**src/rtl/banner_pkg.sv**
```systemverilog
// Shared constants for the scrolling seven-segment banner: active-low segment
// codes, the circular message ROM and divider sizing helpers.
package banner_pkg;

  localparam int unsigned MSG_LEN   = 8;
  localparam int unsigned NUM_DIGIT = 4;

  // Active-low {dp,g,f,e,d,c,b,a}; dp is always off.
  localparam logic [7:0] SEG_H     = 8'h89;
  localparam logic [7:0] SEG_O     = 8'hC0;
  localparam logic [7:0] SEG_L     = 8'hC7;
  localparam logic [7:0] SEG_A     = 8'h88;
  localparam logic [7:0] SEG_BLANK = 8'hFF;

  localparam logic [7:0] MSG_ROM [MSG_LEN] = '{
    SEG_H, SEG_O, SEG_L, SEG_A, SEG_BLANK, SEG_BLANK, SEG_BLANK, SEG_BLANK
  };

  function automatic int unsigned cnt_width(input int unsigned div);
    if (div <= 32'd1) begin
      return 32'd1;
    end else begin
      return $clog2(div);
    end
  endfunction

  function automatic logic [7:0] msg_at(input logic [2:0] idx);
    logic [7:0] code;
    case (idx)
      3'd0:    code = SEG_H;
      3'd1:    code = SEG_O;
      3'd2:    code = SEG_L;
      3'd3:    code = SEG_A;
      default: code = SEG_BLANK;
    endcase
    return code;
  endfunction

  function automatic logic [3:0] anode_of(input logic [1:0] sel);
    logic [3:0] an;
    case (sel)
      2'd0:    an = 4'b1110;
      2'd1:    an = 4'b1101;
      2'd2:    an = 4'b1011;
      2'd3:    an = 4'b0111;
      default: an = 4'b1111;
    endcase
    return an;
  endfunction

endpackage

```
**src/rtl/tick_gen.sv**
```systemverilog
// Free-running modulo-DIV counter; tick is high in the cycle the counter
// holds DIV-1, and is held high when DIV is 1.
module tick_gen
  import banner_pkg::*;
#(
  parameter int unsigned DIV = 32'd2
) (
  input  logic clk,
  input  logic rst,
  output logic tick
);

  localparam int unsigned W    = cnt_width(DIV);
  localparam logic [W-1:0] LAST = W'(DIV - 32'd1);

  logic [W-1:0] cnt_q;
  logic [W-1:0] cnt_d;

  // Next count and terminal decode.
  always_comb begin
    tick  = (cnt_q == LAST);
    cnt_d = cnt_q;
    if (tick) begin
      cnt_d = '0;
    end else begin
      cnt_d = cnt_q + W'(1);
    end
  end

  // Counter register with synchronous reset.
  always_ff @(posedge clk) begin
    if (rst) begin
      cnt_q <= '0;
    end else begin
      cnt_q <= cnt_d;
    end
  end

endmodule

```
**src/rtl/banner_ctrl.sv**
```systemverilog
// Four-digit multiplexed seven-segment banner that scrolls an 8-entry
// circular message left at SHIFT_FREQ while scanning digits at SCAN_FREQ.
module banner_ctrl
  import banner_pkg::*;
#(
  parameter int unsigned CLK_FREQ   = 32'd50_000_000,
  parameter int unsigned SCAN_FREQ  = 32'd1_000,
  parameter int unsigned SHIFT_FREQ = 32'd2
) (
  input  logic       clk,
  input  logic       rst,
  output logic [3:0] anodos,
  output logic [7:0] segmentos,
  output logic       shift
);

  localparam int unsigned SCAN_DIV  = CLK_FREQ / SCAN_FREQ;
  localparam int unsigned SHIFT_DIV = CLK_FREQ / SHIFT_FREQ;

  logic       scan_tick_s;
  logic       shift_tick_s;
  logic [1:0] sel_q;
  logic [1:0] sel_d;
  logic [2:0] ptr_q;
  logic [2:0] ptr_d;
  logic [2:0] idx_s;

  tick_gen #(.DIV(SCAN_DIV)) u_scan_tick (
    .clk  (clk),
    .rst  (rst),
    .tick (scan_tick_s)
  );

  tick_gen #(.DIV(SHIFT_DIV)) u_shift_tick (
    .clk  (clk),
    .rst  (rst),
    .tick (shift_tick_s)
  );

  // Digit select and message pointer next-state; both events may land together.
  always_comb begin
    sel_d = sel_q;
    ptr_d = ptr_q;
    if (scan_tick_s) begin
      sel_d = sel_q + 2'd1;
    end else begin
      sel_d = sel_q;
    end
    if (shift_tick_s) begin
      ptr_d = ptr_q + 3'd1;
    end else begin
      ptr_d = ptr_q;
    end
  end

  // Display state registers; reset overrides any pending event.
  always_ff @(posedge clk) begin
    if (rst) begin
      sel_q <= 2'd0;
      ptr_q <= 3'd0;
    end else begin
      sel_q <= sel_d;
      ptr_q <= ptr_d;
    end
  end

  // Leftmost digit (sel 3) shows ROM[ptr], rightmost (sel 0) shows ROM[ptr+3].
  always_comb begin
    idx_s     = ptr_q + 3'd3 - {1'b0, sel_q};
    anodos    = anode_of(sel_q);
    segmentos = msg_at(idx_s);
    shift     = shift_tick_s;
  end

endmodule

```
**config.mk**
```make
export PLATFORM = sky130hd
export DESIGN_NAME = banner_ctrl
export DESIGN_NICKNAME = d
export VERILOG_FILES = /design/src/rtl/banner_pkg.sv /design/src/rtl/tick_gen.sv /design/src/rtl/banner_ctrl.sv
export SDC_FILE = /design/constraint.sdc
export NUM_CORES = 1
export LEC_CHECK = 0
export CORE_MARGIN = 2
export CORE_UTILIZATION = 40
export CTS_CLUSTER_SIZE = 20
export DETAILED_ROUTE_END_ITERATION = 6
export PLACE_DENSITY = 0.66
export SLEW_MARGIN = 25
export SYNTH_ARGS = -nofsm -noshare
export SYNTH_HDL_FRONTEND = slang
export SYNTH_SLANG_ARGS = --single-unit
```
**constraint.sdc**
```tcl
create_clock -name clk -period 2.6 [get_ports clk]
set_clock_uncertainty 0.05 [all_clocks]
set_input_delay 0.65 -clock clk [delete_from_list [all_inputs] [get_ports clk]]
set_output_delay 0.65 -clock clk [all_outputs]
set_load 0.02 [all_outputs]
```
==> flow_metrics.env, run 1 <==
export IMPL_drt_iter0_drc=61
export IMPL_hp_class="reg -> reg"
export IMPL_first_global_vias=1733
export IMPL_die_area_um2=6546
export IMPL_reg2reg_setup_slack_ns=0.60
export IMPL_leakagePower_nw=1.050
export IMPL_period_minus_slack_ns=2.531
export IMPL_clock_root_buffer="clkbuf_8"
export IMPL_synth_warnings=0
export IMPL_placementRows=28
export IMPL_final_cell_mix="dfxtp_1, nor2_1, nand2_1, xor2_1, buf_4"
export IMPL_drc=0
export IMPL_core_area_um2=5816
export IMPL_power_density_nw_per_um2=463.7
export IMPL_vdd_drop_max_mv=0.4252
export IMPL_antennaDiodeCount=0
export IMPL_dr_pass1_iters=4
export IMPL_areaGrowthSynthToFinish_pct=17.72
export IMPL_gr_usage_all_layers_pct=14.54
export IMPL_reg2reg_depth=6
export IMPL_drv_slew=0
export IMPL_ctsHtreeMaxLevel=2
export IMPL_critical_path_endpoint_type="primary output"
export IMPL_path_clk_slew_ns=0.09
export IMPL_die_w_um=80.91
export IMPL_grt_ovfl_total=0
export IMPL_worstSetupStartpoint="sel_q[1]$_SDFFE_PP0N_"
export IMPL_layout_commonest_cell="dfxtp_1"
export IMPL_crit_arrival_ns=1.83
export IMPL_antenna_found_initial=0
export IMPL_required_ns=1.90
export IMPL_synth_area_um2=2366
export IMPL_ys_seq_elements=46
export IMPL_endpoint="segmentos[6]"
export IMPL_postSynthAreaPerCell_um2=8.861
export IMPL_relSlewSlack_pct=52.93
export IMPL_post_dp_cell_area_um2=2603
export IMPL_grt_pass1_wl_um=7555
export IMPL_io_pins=15
export IMPL_rsz0062_at_grt="yes"
export IMPL_final_hold_violation_count=0
export IMPL_ys_flop_type="dfxtp_1"
export IMPL_drive_above_1_share_pct=18.28
export IMPL_synth_fp_nets=279
export IMPL_synth_top_area_share_pct=38.92
export IMPL_worst_pin_slew_ns=0.7033
export IMPL_cp_max_fo=2
export IMPL_design_area_um2=2785
export IMPL_drv_cap=0
export IMPL_fin_nets=301
export IMPL_clk_latency_ns=0.30
export IMPL_multiInputGateArea_um2=1364
export IMPL_max_freq_mhz=395.1
export IMPL_setup_viol=0
export IMPL_synth_edf_count=0
export IMPL_clockBufferDepth=2
export IMPL_async_flop_share_pct=0
export IMPL_ant_nets=0
export IMPL_fin_total_pwr_mw=1.291
export IMPL_synthDistinctLibCells=41
export IMPL_r2r_end="u_shift_tick.cnt_q[10]$_SDFF_PP0_"
export IMPL_worstSetupPathType="reg -> out"
export IMPL_wl_per_cell_um=11.88
export IMPL_routabilityCongestion=0.7855
export IMPL_status="completed"
export IMPL_ctsHoldBuffers=0
export IMPL_hold_slack_ns=0.3956
export IMPL_port_buffers=13
export IMPL_yosys_area_top_type="dfxtp_1"
export IMPL_cp_start_kind="flop"
export IMPL_dpl_hpwl_um=3003
export IMPL_clock_sinks=46
export IMPL_cts_tree="yes"
export IMPL_viasPerCell=5.110
export IMPL_initial_core_util_pct=40.68
export IMPL_synth_area_leaders="dfxtp_1, xor2_1, ha_1"
export IMPL_syn_inst=267
export IMPL_seq_area_um2=924.6
export IMPL_grt_max_degree=26
export IMPL_post_route_period_util_pct=97.34
export IMPL_vias=1865
export IMPL_n_fill_cell=568
export IMPL_die_h_um=80.91
export IMPL_reg2reg_from="u_shift_tick.cnt_q[0]$_SDFF_PP0_"
export IMPL_cts_inserted_buffers=5
export IMPL_drt_total_wl_um=4337
export IMPL_ys_seq_area_share_pct=38.92
## what timing repair did
action | 4_1_cts | 5_1_grt
gates resized for setup | 40 | 15
setup buffers | 1 | 1
hold endpoints to repair | 0 | 0
pin swaps | 3 | 4
setup endpoints to repair | 8 | 7
## per-stage QoR
stage	utilization [%]	instances	setup slack (ns)	TNS, ns
after floorplan	-	267	0.04153	0
after global placement	44.62	356	-0.1532	-0.3609
after detailed placement	44.75	356	-0.1841	-0.5798
after CTS	46.69	365	-0.04945	-0.04945
after global routing	47.89	365	0.002141	0
final	47.89	365	0.06911	0
## power breakdown
group          switching [mW]  internal, mW  total (mW)
Sequential            0.00611         0.712       0.718
Combinational          0.0230        0.0117      0.0347
Clock                   0.251         0.288       0.539
Total                   0.280          1.01        1.29
## critical path, cell delays in order, from the launching register on
cell	delay [ns]
dfxtp_2	0.34
inv_2	0.05
ha_4	0.26
ha_4	0.16
xor2_4	0.16
xnor2_2	0.13
inv_1	0.07
or2_4	0.23
buf_6	0.13
## sequential cells by signal, summed over array words and instances (netlist names)
register	flops
ptr_q	3
sel_q	2
u_scan_tick.cnt_q	16
u_shift_tick.cnt_q	25
## final cells by class
type | count | area share (%)
inverters | 15 | 2.022
flip-flops and latches | 46 | 33.20
clock buffers | 5 | 2.471
clock inverters | 3 | 1.572
repair buffers | 28 | 8.401
multi-input cells | 193 | 48.97
well taps | 75 | 3.369
## metal layers
metal  part of all wire, %  vias to the layer above  track usage, %  wire, um
met5                     0                        -               0         0
met3                   2.4                        8           3.000       106
met1                    50                      858           18.17      2158
met2                    46                       18           24.79      2007
met4                   1.5                        0           5.085        63
li1                      -                      981               -         -
## cells in the mapped netlist, drive strengths merged (10+ instances only)
cell	n
nand3	10
buf	11
a21oi	18
xor2	17
nand2	19
nand4	15
inv	15
ha	10
dfxtp	46
o21ai	11
nor2	29
## worst min path at each step
| stage | start | to | slack, ns | cells after the start |
|---|---|---|---|---|
| detailed placement | u_scan_tick.cnt_q[0]$_SDFF_PP0_ | u_scan_tick.cnt_q[0]$_SDFF_PP0_ | 0.38 | 1 |
| floorplan | u_scan_tick.cnt_q[0]$_SDFF_PP0_ | u_scan_tick.cnt_q[0]$_SDFF_PP0_ | 0.36 | 1 |
| global route | u_scan_tick.cnt_q[0]$_SDFF_PP0_ | u_scan_tick.cnt_q[0]$_SDFF_PP0_ | 0.43 | 1 |
| finish | u_scan_tick.cnt_q[0]$_SDFF_PP0_ | u_scan_tick.cnt_q[0]$_SDFF_PP0_ | 0.40 | 1 |
| global placement | u_scan_tick.cnt_q[0]$_SDFF_PP0_ | u_scan_tick.cnt_q[0]$_SDFF_PP0_ | 0.38 | 1 |
| CTS | u_scan_tick.cnt_q[0]$_SDFF_PP0_ | u_scan_tick.cnt_q[0]$_SDFF_PP0_ | 0.40 | 1 |
## logic make-up (layout without fill, tap and decap cells)
| group | Yosys count | in the layout | synth area share, % |
|---|---|---|---|
| flops | 46 | 46 | 38.92 |
| buf+inv | 28 | 51 | 6.610 |
| other cells | 1 | 1 | 0.1585 |
| mux | 1 | 1 | 0.4231 |
| simple gates | 117 | 117 | 29.24 |
| xor+xnor | 26 | 26 | 9.625 |
| fa+ha+maj | 10 | 10 | 5.288 |
| compound gates | 38 | 38 | 9.731 |
Note: power is estimated with default switching activity, not from simulation.
==> inputs of run 2 (changes only) <==
--- a/config.mk
+++ b/config.mk
@@ -5,12 +5,11 @@
 export SDC_FILE = /design/constraint.sdc
 export NUM_CORES = 1
 export LEC_CHECK = 0
-export CORE_MARGIN = 2
 export CORE_UTILIZATION = 40
 export CTS_CLUSTER_SIZE = 20
 export DETAILED_ROUTE_END_ITERATION = 6
-export PLACE_DENSITY = 0.66
 export SLEW_MARGIN = 25
 export SYNTH_ARGS = -nofsm -noshare
 export SYNTH_HDL_FRONTEND = slang
+export SYNTH_HIERARCHICAL = 1
 export SYNTH_SLANG_ARGS = --single-unit
==> run 2 against run 1 <==
Effect of this change:
- total power down 6.8%
- cell count down 1.4%
- via count down 3.1%
- register-to-register slack worse by 0.38 ns
- wire length down 0.78%
- non-clock buffer count up 2
- flip-flop and latch count unchanged
- maximum frequency up 0.73%
- critical path depth down 2
- largest power group unchanged
==> flow_metrics.env, run 2 <==
export IMPL_dpl_hpwl_um=3105
export IMPL_top_regs="u_shift_tick/cnt_q (25), u_scan_tick/cnt_q (16), ptr_q (3)"
export IMPL_wl_met1_um=2235
export IMPL_io_pins=15
export IMPL_core_area_um2=5540
export IMPL_status="completed"
export IMPL_grt_max_degree=16
export IMPL_worst_pin_slew_ns=0.8867
export IMPL_final_cell_mix="dfxtp_1, nor2_1, nand2_1, xnor2_1, buf_4"
export IMPL_hp_class="reg -> reg"
export IMPL_design_area_um2=2691
export IMPL_grt_ovfl_total=0
export IMPL_critical_path_endpoint_type="primary output"
export IMPL_die_w_um=78.22
export IMPL_drive_above_1_share_pct=15.28
export IMPL_fin_total_pwr_mw=1.203
export IMPL_path_clk_slew_ns=0.08
export IMPL_power_density_nw_per_um2=447.1
export IMPL_top_register="u_shift_tick/cnt_q"
export IMPL_post_route_period_util_pct=96.63
export IMPL_max_freq_mhz=398.0
export IMPL_largest_reg_flops=25
export IMPL_vias=1808
export IMPL_worst_slack_ns=0.08750
export IMPL_layout_commonest_cell="dfxtp_1"
export IMPL_setup_tns_ns=0
export IMPL_drt_iter0_drc=85
export IMPL_gr_usage_all_layers_pct=15.57
export IMPL_ys_top_cells_by_count="dfxtp_1, nor2_1, nand2_1, xnor2_1, inv_1"
export IMPL_ys_seq_elements=46
export IMPL_dr_pass1_iters=5
export IMPL_viasPerCell=5.022
export IMPL_yosys_area_top_type="dfxtp_1"
export IMPL_clockBufferDepth=2
export IMPL_port_buffers=13
export IMPL_highest_layer="met4"
export IMPL_worstSetupPathType="reg -> out"
export IMPL_post_dp_cell_area_um2=2589
export IMPL_ctsHoldBuffers=0
export IMPL_cp_start_kind="flop"
export IMPL_clk_latency_ns=0.30
export IMPL_areaGrowthSynthToFinish_pct=15.83
export IMPL_fin_util_pct=48.58
export IMPL_setup_viol=0
export IMPL_final_hold_violation_count=0
export IMPL_ys_seq_area_share_pct=39.63
export IMPL_die_area_um2=6118
export IMPL_cts_inserted_buffers=5
export IMPL_wl_met3_um=132
export IMPL_initial_core_util_pct=41.94
export IMPL_yosysMostFrequentCell="dfxtp_1"
export IMPL_syn_inst=261
export IMPL_die_h_um=78.22
export IMPL_period_minus_slack_ns=2.513
export IMPL_ys_flop_type="dfxtp_1"
export IMPL_drc=0
export IMPL_leakagePower_nw=1.001
export IMPL_synth_warnings=6
export IMPL_cpLargestDelayFamily="adder cells"
export IMPL_synth_fp_nets=273
export IMPL_first_global_vias=1656
export IMPL_placementRows=27
export IMPL_required_ns=1.90
export IMPL_postSynthAreaPerCell_um2=8.902
export IMPL_hold_slack_ns=0.4228
export IMPL_routabilityCongestion=0.7314
export IMPL_seq_area_um2=920.9
export IMPL_cp_max_fo=2
export IMPL_path_cells="inv_1, ha_1, ha_4, xnor2_2, nand2b_2, clkdlybuf4s15_2"
export IMPL_drv_cap=0
export IMPL_cts_tree="yes"
export IMPL_drt_total_wl_um=4303
export IMPL_vdd_drop_max_mv=0.2505
export IMPL_preCtsSetupSlack_ns=0.01027
export IMPL_antennaDiodeCount=0
export IMPL_ant_nets=0
export IMPL_final_cells=360
export IMPL_ctsHtreeMaxLevel=2
export IMPL_synth_edf_count=0
export IMPL_clock_sinks=46
export IMPL_grt_pass1_wl_um=7486
export IMPL_wl_met2_um=1867
export IMPL_antenna_found_initial=0
export IMPL_placed_cells=351
export IMPL_synth_area_um2=2323
export IMPL_wl_per_cell_um=11.95
export IMPL_path_buf_inv=2
export IMPL_fin_nets=299
export IMPL_n_fill_cell=524
export IMPL_synth_area_leaders="dfxtp_1, xnor2_1, nor2_1"
export IMPL_relSlewSlack_pct=40.68
export IMPL_cp_slowest_cell="dfxtp_1"
export IMPL_slowest_delay_ns=0.33
export IMPL_async_flop_share_pct=0
export IMPL_synth_top_area_share_pct=39.63
export IMPL_synthDistinctLibCells=41
export IMPL_drv_slew=0
export IMPL_multiInputGateArea_um2=1308
export IMPL_crit_arrival_ns=1.81
export IMPL_clock_root_buffer="clkbuf_8"
==> run 2: cell count changes after synthesis, moves of 4 or more <==
cell,delta
o21ai_0,-4
xnor2_1,+9
nor4_1,+4
nor2_1,+8
xor2_1,-7
==> run 2: path summary, 6_finish.rpt <==
| path | cells past startpoint | slack (ns) | to | start |
|---|---|---|---|---|
| worst max-delay path | 6 | 0.09 | segmentos[3] | sel_q[1]$_SDFFE_PP0P_ |
| worst min-delay path | 1 | 0.42 | u_scan_tick/cnt_q[0]$_SDFF_PP0_ | u_scan_tick/cnt_q[0]$_SDFF_PP0_ |
| worst max register to register | 7 | 0.22 | u_shift_tick/cnt_q[3]$_SDFF_PP0_ | u_shift_tick/cnt_q[1]$_SDFF_PP0_ |
| worst min register to register | 1 | 0.42 | u_scan_tick/cnt_q[0]$_SDFF_PP0_ | u_scan_tick/cnt_q[0]$_SDFF_PP0_ |
==> run 2: area by class of cell <==
class / instances / area share (%)
multi-input cells: 191 / 48.58
flip-flops and latches: 46 / 34.22
repair buffers: 30 / 8.508
well taps: 72 / 3.347
clock buffers: 6 / 3.068
inverters: 13 / 1.813
clock inverters: 2 / 0.4649
==> run 2: what timing repair did <==
| action | 4_1_cts | 5_1_grt |
|---|---|---|
| pin swaps | 0 | 0 |
| buffers inserted | 0 | 1 |
| setup endpoints to repair | 8 | 8 |
| cloned | 0 | 0 |
| endpoints found under the hold margin | 0 | 0 |
| gates resized for setup | 15 | 12 |
==> run 2: cell families after synthesis <==
group	share of synthesized area [%]
and+or+nand+nor	28.49
DFF	39.63
xor gates and xnor gates	11.58
AOI/OAI and AO/OA	8.294
buffers and inverters	5.601
adders and majority gates	5.385
muxes	0.8616
other	0.1614
==> run 2: report_power, final <==
part           switching, mW  internal (mW)  total (mW)
clock network          0.236          0.214       0.450
logic                 0.0208         0.0138      0.0347
registers            0.00687          0.712       0.719
total                  0.264          0.939        1.20
==> run 2: per-layer routing <==
metal / up-vias / track usage, %
met4: 0 / 7.222
met2: 23 / 24.21
met3: 5 / 3.256
met1: 823 / 20.54
met5: - / 0
li1: 957 / -
==> run 2: worst reg2reg max path: cells and delay by family, from the launching register on <==
kind / cells / cell delay, ns
AO/OA/AOI/OAI: 1 / 0.71
adder cells (fa/ha/maj): 1 / 0.20
buffers and inverters: 2 / 0.53
flip-flops: 1 / 0.35
AND/OR/NAND/NOR: 3 / 0.45
==> inputs of run 3 (changes only) <==
==> constraint.sdc (replaced) <==
create_clock -name clk -period 3.2 [get_ports clk]
set_clock_uncertainty 0.05 [all_clocks]
set_input_delay 0.8 -clock clk [delete_from_list [all_inputs] [get_ports clk]]
set_output_delay 0.8 -clock clk [all_outputs]
set_load 0.02 [all_outputs]
==> run 3 against run 2 <==
Effect of this change:
- critical endpoint is now shift
- combinational power down 27%
- cell count down 3.3%
- cell area down 2.7%
==> flow_metrics.env, run 3 (synthesis gave the netlist of run 2 again) <==
export IMPL_clock_root_buffer="clkbuf_8"
export IMPL_p_int_mw=0.7616
export IMPL_largest_reg_flops=25
export IMPL_min_to="u_shift_tick/cnt_q[0]$_SDFF_PP0_"
export IMPL_routabilityCongestion=0.7599
export IMPL_hp_class="reg -> reg"
export IMPL_die_area_um2=6118
export IMPL_worst_slack_ns=0.1323
export IMPL_wl_per_cell_um=12.42
export IMPL_max_freq_mhz=326.0
export IMPL_drt_total_wl_um=4323
export IMPL_period_minus_slack_ns=3.068
export IMPL_dpl_hpwl_um=3087
export IMPL_fin_nets=287
export IMPL_critical_path_endpoint_type="primary output"
export IMPL_reg2reg_from="u_shift_tick/cnt_q[18]$_SDFF_PP0_"
export IMPL_postCtsSetupBuffers=0
export IMPL_relSlewSlack_pct=49.24
export IMPL_path_clk_slew_ns=0.09
export IMPL_crit_arrival_ns=2.22
export IMPL_grt_ovfl_total=0
export IMPL_placementRows=27
export IMPL_final_hold_violation_count=0
export IMPL_cts_resized=0
export IMPL_hold_depth=1
export IMPL_clock_sinks=46
export IMPL_setup_viol=0
export IMPL_top_regs="u_shift_tick/cnt_q (25), u_scan_tick/cnt_q (16), ptr_q (3)"
export IMPL_seq_power_share_pct=59.4
export IMPL_antenna_found_initial=0
export IMPL_p_clk_share_pct=38.0
export IMPL_status="completed"
export IMPL_layout_commonest_cell="dfxtp_1"
export IMPL_cp_start_kind="flop"
export IMPL_io_pins=15
export IMPL_preCtsSetupSlack_ns=0.3514
export IMPL_final_cell_mix="dfxtp_1, nor2_1, xnor2_1, nand2_1, inv_1"
export IMPL_reg2reg_setup_slack_ns=0.99
export IMPL_worstSetupPathType="reg -> out"
export IMPL_n_fill_cell=539
export IMPL_clockBufferDepth=2
export IMPL_ant_nets=0
export IMPL_ctsHtreeMaxLevel=2
export IMPL_die_w_um=78.22
export IMPL_vdd_drop_max_mv=0.1557
export IMPL_comb_power_share_pct=2.6
export IMPL_die_h_um=78.22
export IMPL_core_area_um2=5540
export IMPL_cts_tree="yes"
export IMPL_vias=1813
export IMPL_gr_usage_all_layers_pct=15.86
export IMPL_required_ns=2.35
export IMPL_worst_pin_slew_ns=0.7588
export IMPL_top_register="u_shift_tick/cnt_q"
export IMPL_switching_share_pct=22.61
export IMPL_setup_tns_ns=0
export IMPL_drt_iter0_drc=78
export IMPL_clk_latency_ns=0.30
export IMPL_drive_above_1_share_pct=8.333
export IMPL_multiInputGateArea_um2=1279
export IMPL_leakagePower_nw=1.037
export IMPL_seq_area_um2=920.9
export IMPL_min_from="u_shift_tick/cnt_q[0]$_SDFF_PP0_"
export IMPL_post_route_period_util_pct=95.87
export IMPL_port_buffers=13
export IMPL_grt_pass1_wl_um=7638
export IMPL_dr_pass1_iters=4
export IMPL_p_sw_mw=0.2225
export IMPL_first_global_vias=1706
export IMPL_reg2reg_depth=5
export IMPL_drv_cap=0
export IMPL_areaGrowthSynthToFinish_pct=12.71
export IMPL_cts_inserted_buffers=5
export IMPL_ctsHoldBuffers=0
export IMPL_r2r_end="u_shift_tick/cnt_q[3]$_SDFF_PP0_"
export IMPL_rsz0062_at_grt="no"
export IMPL_drc=0
export IMPL_viasPerCell=5.210
export IMPL_cp_max_fo=5
export IMPL_antennaDiodeCount=0
export IMPL_power_density_nw_per_um2=375.8
export IMPL_grt_max_degree=16
export IMPL_initial_core_util_pct=41.94
export IMPL_drv_slew=0
[run 3: changes by cell type in the layout (fill, tap and decap cells not counted), sizes merged]
cell           delta
clkbuf            -5
clkdlybuf4s15     -2
clkdlybuf4s50     +1
buf              -13
dlymetal6s2s      +7
[run 3: layer usage]
layer | vias to the layer above | wire length [um] | track usage, %
met3 | 6 | 163 | 3.605
met2 | 26 | 1849 | 24.82
met4 | 0 | 74 | 6.667
met5 | - | 0 | 0
li1 | 939 | - | -
met1 | 842 | 2235 | 20.92
[run 3: per-stage QoR]
stage          util (%)  hold slack, ns  cell area (um2)  power (mW)  std cells
2_1_floorplan         -          0.3760             2323      0.6203        261
3_3_place_gp      45.12          0.3909             2500      0.6237        340
3_5_place_dp      45.12          0.4051             2500      0.6238        340
4_1_cts           46.84          0.4245             2595       1.003        348
5_1_grt           47.27          0.4476             2619       1.029        348
6_report          47.27          0.4186             2619      0.9840        348
[run 3: worst max-delay path by stage]
stage,from,to,slack [ns]
2_1_floorplan,u_shift_tick/cnt_q[0]$_SDFF_PP0_,shift,0.32
3_3_place_gp,u_shift_tick/cnt_q[10]$_SDFF_PP0_,shift,0.36
3_5_place_dp,u_shift_tick/cnt_q[10]$_SDFF_PP0_,shift,0.35
4_1_cts,u_shift_tick/cnt_q[10]$_SDFF_PP0_,shift,0.02
5_1_grt,u_shift_tick/cnt_q[17]$_SDFF_PP0_,shift,0.01
6_report,u_shift_tick/cnt_q[18]$_SDFF_PP0_,shift,0.13
[run 3: area by class of cell]
class | count | share of cell area (%)
multi-input cells | 191 | 48.83
repair buffers | 18 | 7.071
inverters | 13 | 1.863
well taps | 72 | 3.440
flip-flops and latches | 46 | 35.16
clock inverters | 2 | 0.4778
clock buffers | 6 | 3.153
[run 3: power by group through the flow]
stage                     clock, mW  sequential, mW  combinational [mW]
after floorplan                   0           0.597              0.0237
after CTS                     0.393           0.584              0.0261
after detailed placement          0           0.598              0.0259
after global placement            0           0.598              0.0262
after global routing          0.414           0.586              0.0287
final                         0.374           0.584              0.0255
[run 3: worst max-delay path, stage by stage (launching register included)]
cell,delay [ns]
dfxtp_1,0.38
and3_1,0.24
nand3_1,0.22
nor4_2,0.40
clkdlybuf4s50_1,0.66
